`src/rtl/event_pkg.sv`:
```
// Shared types and constants for the event encoder and its priority picker.
package event_pkg;

    typedef enum logic {
        IDLE    = 1'b0,
        PRESENT = 1'b1
    } state_e;

    localparam int              DROP_W   = 8;
    localparam logic [DROP_W-1:0] DROP_MAX = 8'hFF;

    function automatic int clog2(input int n);
        int r;
        r = 0;
        while ((1 << r) < n) begin
            r++;
        end
        return r;
    endfunction

endpackage

```
`src/rtl/pick_first.sv`:
```
// Finds the first set bit of i_vec, searching upward from i_start_ptr and
// wrapping from N-1 back to 0.
module pick_first #(
    parameter int N     = 8,
    parameter int IDX_W = 3
) (
    input  logic [N-1:0]     i_vec,
    input  logic [IDX_W-1:0] i_start_ptr,
    output logic [IDX_W-1:0] o_idx,
    output logic             o_found
);

    logic [IDX_W-1:0] w_pos;

    // NOTE: every output gets a default before the loop so no latch is inferred.
    always_comb begin
        o_idx   = '0;
        o_found = 1'b0;
        w_pos   = '0;
        for (int off = 0; off < N; off++) begin
            w_pos = IDX_W'((int'(i_start_ptr) + off) % N);
            if (!o_found && i_vec[w_pos]) begin
                o_found = 1'b1;
                o_idx   = w_pos;
            end
        end
    end

endmodule

```
`src/rtl/event_encoder.sv`:
```
// Captures event pulses into a pending register and presents one binary index
// at a time over a valid/ready handshake (fixed priority or round-robin).
module event_encoder
    import event_pkg::*;
#(
    parameter  int N     = 8,
    parameter  int RR    = 0,
    localparam int IDX_W = clog2(N)
) (
    input  logic              i_clk,
    input  logic              i_reset,
    input  logic              i_en,
    input  logic [N-1:0]      i_req,
    output logic [IDX_W-1:0]  o_out_idx,
    output logic [N-1:0]      o_out_onehot,
    output logic              o_out_valid,
    input  logic              i_out_ready,
    output logic [N-1:0]      o_pending,
    output logic [DROP_W-1:0] o_drop_cnt
);

    state_e            r_state;
    state_e            w_state_next;
    logic [N-1:0]      r_pending;
    logic [IDX_W-1:0]  r_idx;
    logic [IDX_W-1:0]  r_ptr;
    logic [DROP_W-1:0] r_drop_cnt;

    logic [IDX_W-1:0]  w_start;
    logic [IDX_W-1:0]  w_sel_idx;
    logic              w_found;
    logic              w_load;
    logic [N-1:0]      w_clr;
    logic [N-1:0]      w_set;
    logic [N-1:0]      w_pending_next;
    logic              w_drop;

    assign w_start = (RR != 0) ? r_ptr : '0;

    pick_first #(
        .N     (N),
        .IDX_W (IDX_W)
    ) u_pick (
        .i_vec       (r_pending),
        .i_start_ptr (w_start),
        .o_idx       (w_sel_idx),
        .o_found     (w_found)
    );

    always_comb begin
        w_state_next = r_state;
        w_load       = 1'b0;
        case (r_state)
            IDLE: begin
                if (w_found) begin
                    w_load       = 1'b1;
                    w_state_next = PRESENT;
                end
            end
            PRESENT: begin
                if (i_out_ready) begin
                    if (w_found) begin
                        w_load = 1'b1;
                    end else begin
                        w_state_next = IDLE;
                    end
                end
            end
            default: w_state_next = IDLE;
        endcase
    end

    // Set wins over clear, so a request on the bit being loaded re-pends it.
    assign w_clr          = w_load ? (N'(1) << w_sel_idx) : '0;
    assign w_set          = i_req & {N{i_en}};
    assign w_pending_next = (r_pending & ~w_clr) | w_set;
    assign w_drop         = |(w_set & r_pending & ~w_clr);

    always_ff @(posedge i_clk) begin
        if (i_reset) begin
            r_state <= IDLE;
        end else begin
            r_state <= w_state_next;
        end
    end

    // NOTE: sequential state uses non-blocking assignments only.
    always_ff @(posedge i_clk) begin
        if (i_reset) begin
            r_pending  <= '0;
            r_idx      <= '0;
            r_ptr      <= '0;
            r_drop_cnt <= '0;
        end else begin
            r_pending <= w_pending_next;
            if (w_load) begin
                r_idx <= w_sel_idx;
                r_ptr <= (w_sel_idx == IDX_W'(N - 1)) ? '0 : w_sel_idx + IDX_W'(1);
            end
            if (w_drop && (r_drop_cnt != DROP_MAX)) begin
                r_drop_cnt <= r_drop_cnt + DROP_W'(1);
            end
        end
    end

    assign o_out_valid  = (r_state == PRESENT);
    assign o_out_idx    = r_idx;
    assign o_out_onehot = o_out_valid ? (N'(1) << r_idx) : '0;
    assign o_pending    = r_pending;
    assign o_drop_cnt   = r_drop_cnt;

endmodule

```
`config.mk`:
```
export PLATFORM = sky130hd
export DESIGN_NAME = event_encoder
export DESIGN_NICKNAME = d
export VERILOG_FILES = /design/src/rtl/event_pkg.sv /design/src/rtl/pick_first.sv /design/src/rtl/event_encoder.sv
export SDC_FILE = /design/constraint.sdc
export NUM_CORES = 1
export LEC_CHECK = 0
export BUFFER_PORTS_ARGS = -buffer_cell sky130_fd_sc_hd__clkbuf_2
export CELL_PAD_IN_SITES_DETAIL_PLACEMENT = 1
export CELL_PAD_IN_SITES_GLOBAL_PLACEMENT = 1
export CORE_UTILIZATION = 35
export DETAILED_ROUTE_END_ITERATION = 12
export PLACE_DENSITY_LB_ADDON = 0.1
export SETUP_SLACK_MARGIN = 0.3
export SLEW_MARGIN = 30
export SYNTH_ARGS = -nofsm -noshare
export SYNTH_HDL_FRONTEND = slang
export SYNTH_SLANG_ARGS = --single-unit
```
`constraint.sdc`:
```
create_clock -name i_clk -period 2.6 [get_ports i_clk]
set_input_delay 0.13 -clock i_clk [delete_from_list [all_inputs] [get_ports i_clk]]
set_output_delay 0.13 -clock i_clk [all_outputs]
set_load 0.02 [all_outputs]
```
==> results.py, run 1 <==
metrics = {
    "status": {
        "status": "finished clean",
    },
    "pwr": {
        "pwr-share-clk": 0.225,
        "p_leak_nw": 0.612,
        "seqPwrFrac": 0.508,
        "switching_share": 0.347,
        "p_sw_mw": 0.241,
        "peakVddDrop_v": 0.000260,
        "power_per_cell_area_mw_per_mm2": 503,
        "p_comb_frac": 0.268,
        "p_int_mw": 0.454,
    },
    "detailed_routing": {
        "wirelength_mm": 2.95,
        "viasPerCell": 5.27,
        "drtIter0Drc": 47,
        "dr.pass1.iters": 4,
        "ant_nets": 0,
        "vias": 1128,
        "wl_per_cell_um": 13.8,
        "drc": 0,
    },
    "synthesis": {
        "async_flop_share": 0,
        "synth.avg_cell_area_um2": 8.48,
        "synth_xor_area_frac": 0.00795,
        "synth-seq-cells": 20,
        "synth_edf_count": 0,
        "synthSimpleGateAreaFrac": 0.309,
        "synth_area_leaders": "dfxtp_1, nor2_1, nand2_1",
        "synth_warnings": 0,
        "synthFlopType": "dfxtp_1",
        "ys_seq_area_frac": 0.363,
        "synth_top_family_by_area": "simple AND/OR/NAND/NOR gates",
        "synth.top_cell.area_share": 0.363,
        "synth_top_cell_by_area": "dfxtp_1",
        "synth_area_mm2": 0.00110,
        "syn_nets": 143,
        "synth_cells": 130,
        "yosys-mux-area-fraction": 0.0488,
        "synth_fa_ha_area_frac": 0.0114,
        "synth_cell_types": 41,
        "synth-compound-area-share": 0.217,
    },
    "die": {
        "die_area_mm2": 0.00338,
        "die-height_um": 58.1,
        "ios": 40,
        "rows": 20,
        "start_util": 0.364,
        "die_width_um": 58.1,
        "core_mm2": 0.00303,
    },
    "min_path": {
        "min-delay-start": "i_req[3]",
        "hold_path.class": "input port to register",
        "holdPathStages": 3,
        "hold_end": "o_pending[3]",
    },
    "cts": {
        "cts_root_buf": "clkbuf_4",
        "cts_tree": "done",
        "cts.clk_slew.worst_paths_ns": 0.12,
        "cts_made_buffers": 3,
        "clock-sinks": 20,
        "insertion_delay_ns": 0.31,
        "cts_buffer_depth": 2,
        "htree_levels": 1,
    },
    "sta": {
        "rsz0062_at_grt": "no",
        "max_clock_freq_mhz": 445,
        "fin_ws_ns": 0.351,
        "skew_ns": 0.00144,
        "finalCritPeriodShare": 0.865,
        "whs_ns": 0.0615,
        "final_hold_viol_count": 0,
        "relSlewSlack": 0.668,
        "drv_slew": 0,
        "worst_slew_pin_slew_ns": 0.498,
        "finalSetupViolations": 0,
        "setup-tns-final_ns": 0,
        "period_needed_ns": 2.25,
    },
    "layout": {
        "drive_gt1_frac": 0.347,
        "nNetsFinal": 185,
        "fin_util": 0.457,
        "mostFrequentLayoutCell": "clkbuf_2",
        "n_antenna_cell": 0,
        "stdcell_count": 214,
        "area_growth_pct": 25.4,
        "filler_cell_count": 385,
        "mostFrequentLayoutCells": "clkbuf_2, nor2_1, dfxtp_1, nand2_1, a21oi_1",
    },
    "critical_path": {
        "critPathArrivalTime_ns": 2.46,
        "worstSetupStartpointType": "register",
        "rrSetupSlack_ns": 0.35,
        "reg2reg_to": "o_drop_cnt[5]",
        "crit_type": "register to register",
        "required_ns": 2.81,
        "rr_startpoint": "o_pending[0]",
        "cp_max_fo": 9,
        "worst_setup_path_end_kind": "register",
        "ff2ff_path_depth": 7,
    },
    "grt": {
        "grt-busiest-layer": "met2",
        "grt_pass1_vias": 1073,
        "grt_max_degree": 25,
        "use_met3": 0.0223,
        "grt-ovfl-total": 0,
        "grt_pass1_wl_mm": 4.75,
        "use_met2": 0.314,
        "globalRouteTotalUtil": 0.182,
        "globalRouteMet1Util": 0.225,
        "antenna_found_initial": 0,
    },
    "placement": {
        "place_congestion": 0.807,
        "hpwl_mm": 2.18,
        "dpl_worst_slack_ns": 0.211,
        "port_buffers": 39,
        "dp.cells": 208,
    },
    "job": {
        "drv_cap": 0,
    },
}
==> routing by layer <==
metal,up-vias,wire length (um),part of all wire
li1,549,-,-
met1,546,1380,0.47
met2,28,1440,0.49
met3,5,84,0.028
met4,0,48,0.016
met5,-,0,0
==> area by class of cell <==
class	count	area, um^2	area share
timing repair buffer	42	218	0.157
multi-input combinational	103	674	0.488
clock buffer	3	22.5	0.0163
sequential	20	405	0.293
inverter	2	7.51	0.00543
tap	44	55.1	0.0398
==> metrics by stage <==
stage	area, um^2	power, mW
2_1_floorplan	1100	0.479
3_3_place_gp	1310	0.528
3_5_place_dp	1310	0.534
4_1_cts	1350	0.696
5_1_grt	1380	0.729
6_report	1380	0.695
==> sequential cells by signal, indices dropped and copies added, names as in the netlist <==
| name | flops |
|---|---|
| o_out_idx | 3 |
| o_out_valid | 1 |
| o_pending | 8 |
| o_drop_cnt | 8 |
==> worst max-delay path, stage by stage (launching register included) <==
cell and delay, ns:
dfxtp_4 0.40, nor4_4 0.37, a22oi_1 0.16, a31o_1 0.24
a2111oi_4 0.43, a21oi_4 0.12, nand4_1 0.13, mux2_1 0.32
==> cells by family after synthesis <==
kind of cell               Yosys count
AOI/OAI and AO/OA                   30
xor gates and xnor gates             1
adders and majority gates            1
buffers and inverters                7
DFF                                 20
muxes                                5
and+or+nand+nor                     66
==> how the worst max path moves through the flow <==
stage / startpoint / to / slack (ns) / depth (start not counted)
CTS: o_pending[3] / o_drop_cnt[5] / 0.30 / 7
global placement: o_pending[0] / o_drop_cnt[5] / 0.31 / 7
finish: o_pending[0] / o_drop_cnt[5] / 0.35 / 7
floorplan: o_pending[1] / o_drop_cnt[5] / 0.30 / 8
global route: o_pending[0] / o_drop_cnt[5] / 0.27 / 7
detailed placement: o_pending[0] / o_drop_cnt[5] / 0.21 / 7
==> synthesized netlist by cell type (2+ instances only) <==
| cell | n |
|---|---|
| a21oi_1 | 8 |
| a22oi_1 | 6 |
| and3_1 | 2 |
| clkbuf_1 | 2 |
| dfxtp_1 | 20 |
| inv_1 | 2 |
| mux2_1 | 2 |
| mux2i_1 | 2 |
| nand2_1 | 13 |
| nand2b_1 | 6 |
| nand3_1 | 2 |
| nand3b_1 | 2 |
| nand4_1 | 3 |
| nor2_1 | 26 |
| nor2b_1 | 4 |
| nor3_1 | 3 |
| o21ai_0 | 3 |
==> what timing repair did <==
action,CTS,global route
setup endpoints to repair,3,4
pin swaps,1,4
buffers inserted,1,2
hold buffers,0,0
gates resized for setup,2,5
==> power by group through the flow <==
| stage | Clock (mW) | Combinational, mW | Sequential [mW] |
|---|---|---|---|
| detailed placement | 0 | 0.174 | 0.360 |
| global placement | 0 | 0.170 | 0.358 |
| CTS | 0.164 | 0.178 | 0.353 |
| finish | 0.156 | 0.186 | 0.353 |
| floorplan | 0 | 0.105 | 0.374 |
| global route | 0.170 | 0.202 | 0.357 |
Note: power is estimated with default switching activity, not from simulation.
==> inputs of run 2 (changes only) <==
--- a/config.mk
+++ b/config.mk
@@ -9,9 +9,10 @@
 export CELL_PAD_IN_SITES_DETAIL_PLACEMENT = 1
 export CELL_PAD_IN_SITES_GLOBAL_PLACEMENT = 1
 export CORE_UTILIZATION = 35
+export CTS_CLUSTER_SIZE = 10
 export DETAILED_ROUTE_END_ITERATION = 12
+export GPL_TIMING_DRIVEN = 0
 export PLACE_DENSITY_LB_ADDON = 0.1
-export SETUP_SLACK_MARGIN = 0.3
 export SLEW_MARGIN = 30
 export SYNTH_ARGS = -nofsm -noshare
 export SYNTH_HDL_FRONTEND = slang
==> results.py, run 2 (same netlist as run 1, synthesis figures left out) <==
metrics = {
    "critical_path": {
        "rr_startpoint": "o_pending[1]",
        "setup.worst_path.start": "o_pending[1]",
        "worst_setup_path_end_kind": "register",
        "worstSetupStartpointType": "register",
        "cp_max_fo": 9,
        "required_ns": 2.82,
        "critPathArrivalTime_ns": 2.64,
        "crit_type": "register to register",
    },
    "cts": {
        "insertion_delay_ns": 0.31,
        "cts_buffer_depth": 2,
        "cts_tree": "done",
        "htree_levels": 1,
        "postCtsHoldBufs": 0,
        "clock-sinks": 20,
        "cts.clk_slew.worst_paths_ns": 0.13,
        "cts_root_buf": "clkbuf_4",
        "cts_made_buffers": 3,
    },
    "sta": {
        "drv_slew": 0,
        "finalSetupViolations": 0,
        "final_hold_viol_count": 0,
        "whs_ns": 0.0685,
        "relSlewSlack": 0.615,
        "setup-tns-final_ns": 0,
        "max_clock_freq_mhz": 413,
        "skew_ns": 0.00504,
        "worst_slew_pin_slew_ns": 0.576,
        "finalCritPeriodShare": 0.931,
        "period_needed_ns": 2.42,
        "rsz0062_at_grt": "no",
    },
    "layout": {
        "mostFrequentLayoutCell": "clkbuf_2",
        "multi_input_area_um2": 659,
        "mostFrequentLayoutCells": "clkbuf_2, nor2_1, dfxtp_1, nand2_1, a21oi_1",
        "n_antenna_cell": 0,
        "ff_latch_area_um2": 400,
        "area_growth_pct": 27.1,
        "drive_gt1_frac": 0.328,
        "filler_cell_count": 389,
        "nNetsFinal": 188,
    },
    "pwr": {
        "power_per_cell_area_mw_per_mm2": 521,
        "p_comb_frac": 0.255,
        "peakVddDrop_v": 0.000224,
        "p_sw_mw": 0.245,
        "seqPwrFrac": 0.479,
        "p_leak_nw": 0.619,
        "p_int_mw": 0.485,
        "switching_share": 0.335,
        "pwr-share-clk": 0.266,
    },
    "detailed_routing": {
        "highest_layer": "met4",
        "viasPerCell": 5.13,
        "ant_nets": 0,
        "wl_met2_mm": 1.39,
        "wirelength_mm": 2.95,
        "vias": 1118,
        "drc": 0,
        "drtIter0Drc": 39,
        "dr.pass1.iters": 4,
        "wl_met1_mm": 1.42,
        "wl_met3_um": 102,
        "wl_per_cell_um": 13.5,
    },
    "die": {
        "ios": 40,
        "start_util": 0.364,
        "core_mm2": 0.00303,
        "die-height_um": 58.1,
        "rows": 20,
        "die_area_mm2": 0.00338,
        "die_width_um": 58.1,
    },
    "placement": {
        "port_buffers": 39,
        "hpwl_mm": 2.30,
        "place_congestion": 0.726,
    },
    "grt": {
        "grt_pass1_vias": 1059,
        "grt_max_degree": 12,
        "grt_pass1_wl_mm": 4.88,
        "globalRouteTotalUtil": 0.192,
        "antenna_found_initial": 0,
        "grt-ovfl-total": 0,
    },
    "status": {
        "status": "finished clean",
    },
    "job": {
        "drv_cap": 0,
    },
    "min_path": {
        "hold_path.class": "input port to register",
        "min-delay-start": "i_req[2]",
    },
}
run 2: metrics by stage:
| stage | cells | setup slack [ns] | cell area, um^2 | total power [mW] | utilization |
|---|---|---|---|---|---|
| after global routing | 218 | 0.0361 | 1400 | 0.775 | 0.463 |
| after detailed placement | 213 | 0.124 | 1350 | 0.540 | 0.447 |
| after CTS | 217 | 0.104 | 1390 | 0.736 | 0.459 |
| final | 218 | 0.180 | 1400 | 0.729 | 0.463 |
| after floorplan | 130 | 0.295 | 1100 | 0.479 | - |
| after global placement | 213 | 0.189 | 1350 | 0.533 | 0.447 |
run 2: worst max-delay path, cell delays in order, from the launching register on:
cell	delay (ns)
dfxtp_1	0.33
buf_4	0.16
nor4_4	0.25
buf_4	0.17
a22oi_1	0.08
a31o_1	0.23
a2111oi_4	0.45
a21oi_4	0.17
nand4_1	0.15
mux2_1	0.33
run 2: path summary, 6_finish.rpt:
path	to	slack, ns	cells after the start
worst max register to register	o_drop_cnt[5]	0.18	9
worst max-delay path	o_drop_cnt[5]	0.18	9
worst min register to register	o_out_idx[2]	0.53	2
worst min-delay path	o_pending[2]	0.07	3
run 2: area by class of cell:
type / instances / share of cell area
multi-input cells: 103 / 0.471
flip-flops and latches: 20 / 0.286
repair buffers: 40 / 0.145
well taps: 44 / 0.0393
plain buffers: 5 / 0.0286
clock buffers: 4 / 0.0259
inverters: 2 / 0.00536
run 2: metal layers:
metal	track usage	vias to the layer above
met4	0.0918	0
met3	0.0246	4
met5	0	-
met2	0.317	27
met1	0.246	528
li1	-	559
run 2: what timing repair did:
action | 4_1_cts | 5_1_grt
endpoints found under the hold margin | 0 | 0
gates resized for setup | 0 | 1
setup endpoints to repair | 0 | 2
setup buffers | 0 | 1
run 2: power by group through the flow:
| stage | sequential [mW] | clock [mW] | combinational [mW] |
|---|---|---|---|
| after floorplan | 0.374 | 0 | 0.105 |
| after global placement | 0.355 | 0 | 0.179 |
| after detailed placement | 0.357 | 0 | 0.184 |
| after CTS | 0.350 | 0.202 | 0.184 |
| after global routing | 0.354 | 0.215 | 0.206 |
| final | 0.349 | 0.194 | 0.186 |
==> inputs of run 3 (changes only) <==
--- a/config.mk
+++ b/config.mk
@@ -8,6 +8,7 @@
 export BUFFER_PORTS_ARGS = -buffer_cell sky130_fd_sc_hd__clkbuf_2
 export CELL_PAD_IN_SITES_DETAIL_PLACEMENT = 1
 export CELL_PAD_IN_SITES_GLOBAL_PLACEMENT = 1
+export CORE_MARGIN = 10
 export CORE_UTILIZATION = 35
 export CTS_CLUSTER_SIZE = 10
 export DETAILED_ROUTE_END_ITERATION = 12
==> results.py, run 3 (same netlist as run 1, synthesis figures left out) <==
metrics = {
    "pwr": {
        "p_total_mw": 0.730,
        "peakVddDrop_v": 0.000218,
        "power_per_cell_area_mw_per_mm2": 518,
        "p_leak_nw": 0.624,
    },
    "critical_path": {
        "ff2ff_path_depth": 8,
        "critPathArrivalTime_ns": 2.63,
        "worst_setup_path_end_kind": "register",
        "required_ns": 2.80,
        "cp_max_fo": 9,
        "worstSetupStartpointType": "register",
        "crit_type": "register to register",
    },
    "die": {
        "start_util": 0.364,
        "rows": 20,
        "ios": 40,
        "die_width_um": 76.1,
        "core_mm2": 0.00303,
        "die_area_mm2": 0.00579,
        "die-height_um": 76.1,
    },
    "sta": {
        "drv_slew": 0,
        "max_clock_freq_mhz": 411,
        "period_needed_ns": 2.43,
        "rsz0062_at_grt": "no",
        "finalSetupViolations": 0,
        "setup-tns-final_ns": 0,
        "worst_slew_pin_slew_ns": 0.550,
        "fin_ws_ns": 0.168,
        "skew_ns": 0.0104,
        "final_hold_viol_count": 0,
        "relSlewSlack": 0.633,
        "finalCritPeriodShare": 0.935,
    },
    "layout": {
        "area_growth_pct": 27.8,
        "nNetsFinal": 189,
        "n_antenna_cell": 0,
        "mostFrequentLayoutCell": "clkbuf_2",
        "drive_gt1_frac": 0.331,
        "postLayoutCellArea_mm2": 0.00141,
        "mostFrequentLayoutCells": "clkbuf_2, nor2_1, dfxtp_1, nand2_1, a21oi_1",
    },
    "job": {
        "drv_cap": 0,
    },
    "detailed_routing": {
        "wl_per_cell_um": 15.4,
        "ant_nets": 0,
        "drc": 0,
        "dr.pass1.iters": 4,
        "drtIter0Drc": 55,
        "vias": 1110,
        "viasPerCell": 5.07,
        "wirelength_mm": 3.36,
    },
    "grt": {
        "grt-ovfl-total": 0,
        "grt_pass1_wl_mm": 5.53,
        "grt_pass1_vias": 1181,
        "globalRouteTotalUtil": 0.111,
        "antenna_found_initial": 0,
        "grt_max_degree": 12,
    },
    "placement": {
        "place_congestion": 0.712,
        "dpl_worst_slack_ns": 0.126,
        "port_buffers": 39,
        "post_dp_cell_area_mm2": 0.00135,
        "hpwl_mm": 2.68,
    },
    "cts": {
        "insertion_delay_ns": 0.31,
        "cts_buffer_depth": 2,
        "clock-sinks": 20,
        "htree_levels": 1,
        "cts_root_buf": "clkbuf_4",
        "cts_made_buffers": 3,
        "cts_tree": "done",
        "cts.clk_slew.worst_paths_ns": 0.13,
    },
    "min_path": {
        "holdPathStages": 3,
        "hold_path.class": "input port to register",
    },
    "status": {
        "status": "finished clean",
    },
}
[run 3: critical path, stage by stage (launching register included)]
cell and delay [ns]:
dfxtp_1 0.33, buf_4 0.16, nor4_4 0.40, nand3_2 0.15, and4_4 0.23, a2111oi_4 0.41, a21oi_4 0.16, nand4_1 0.14
mux2_1 0.32
[run 3: per-layer routing]
metal	GRT usage	up-vias	wire, um
met2	0.185	25	1560
li1	-	561	-
met1	0.131	520	1590
met3	0.0389	4	189
met5	0	-	0
met4	0.0279	0	24
[run 3: power breakdown]
part	switching, mW	leakage, nW	internal, mW
combinational	0.116	0.440	0.0763
sequential	0.0244	0.164	0.325
clock	0.103	0.0210	0.0855
total	0.244	0.624	0.487
[run 3: path summary, 6_finish.rpt]
check / from / end / slack, ns
setup / recovery: o_pending[1] / o_drop_cnt[5] / 0.17
hold / removal: i_req[3] / o_pending[3] / 0.07
setup reg to reg: o_pending[1] / o_drop_cnt[5] / 0.17
hold reg to reg: o_out_idx[2] / o_out_idx[2] / 0.53
[run 3: cell type report]
cell class / count / area (um^2)
buffer: 5 / 40.0
clock buffer: 4 / 36.3
fill: 402 / 1620
inverter: 2 / 7.51
multi-input combinational: 103 / 659
sequential: 20 / 400
tap: 44 / 55.1
timing repair buffer: 41 / 210
[run 3: stage by stage]
step / utilization / std cells / hold slack, ns
final: 0.465 / 219 / 0.0685
after floorplan: - / 130 / 0.273
after global routing: 0.465 / 219 / 0.0851
after CTS: 0.459 / 217 / 0.0676
after global placement: 0.447 / 213 / 0.391
after detailed placement: 0.447 / 213 / 0.406
[run 3: repair_timing]
action	CTS	global route
hold buffers	0	0
endpoints found under the setup margin	0	2
setup buffers	0	2
gates resized for setup	0	1
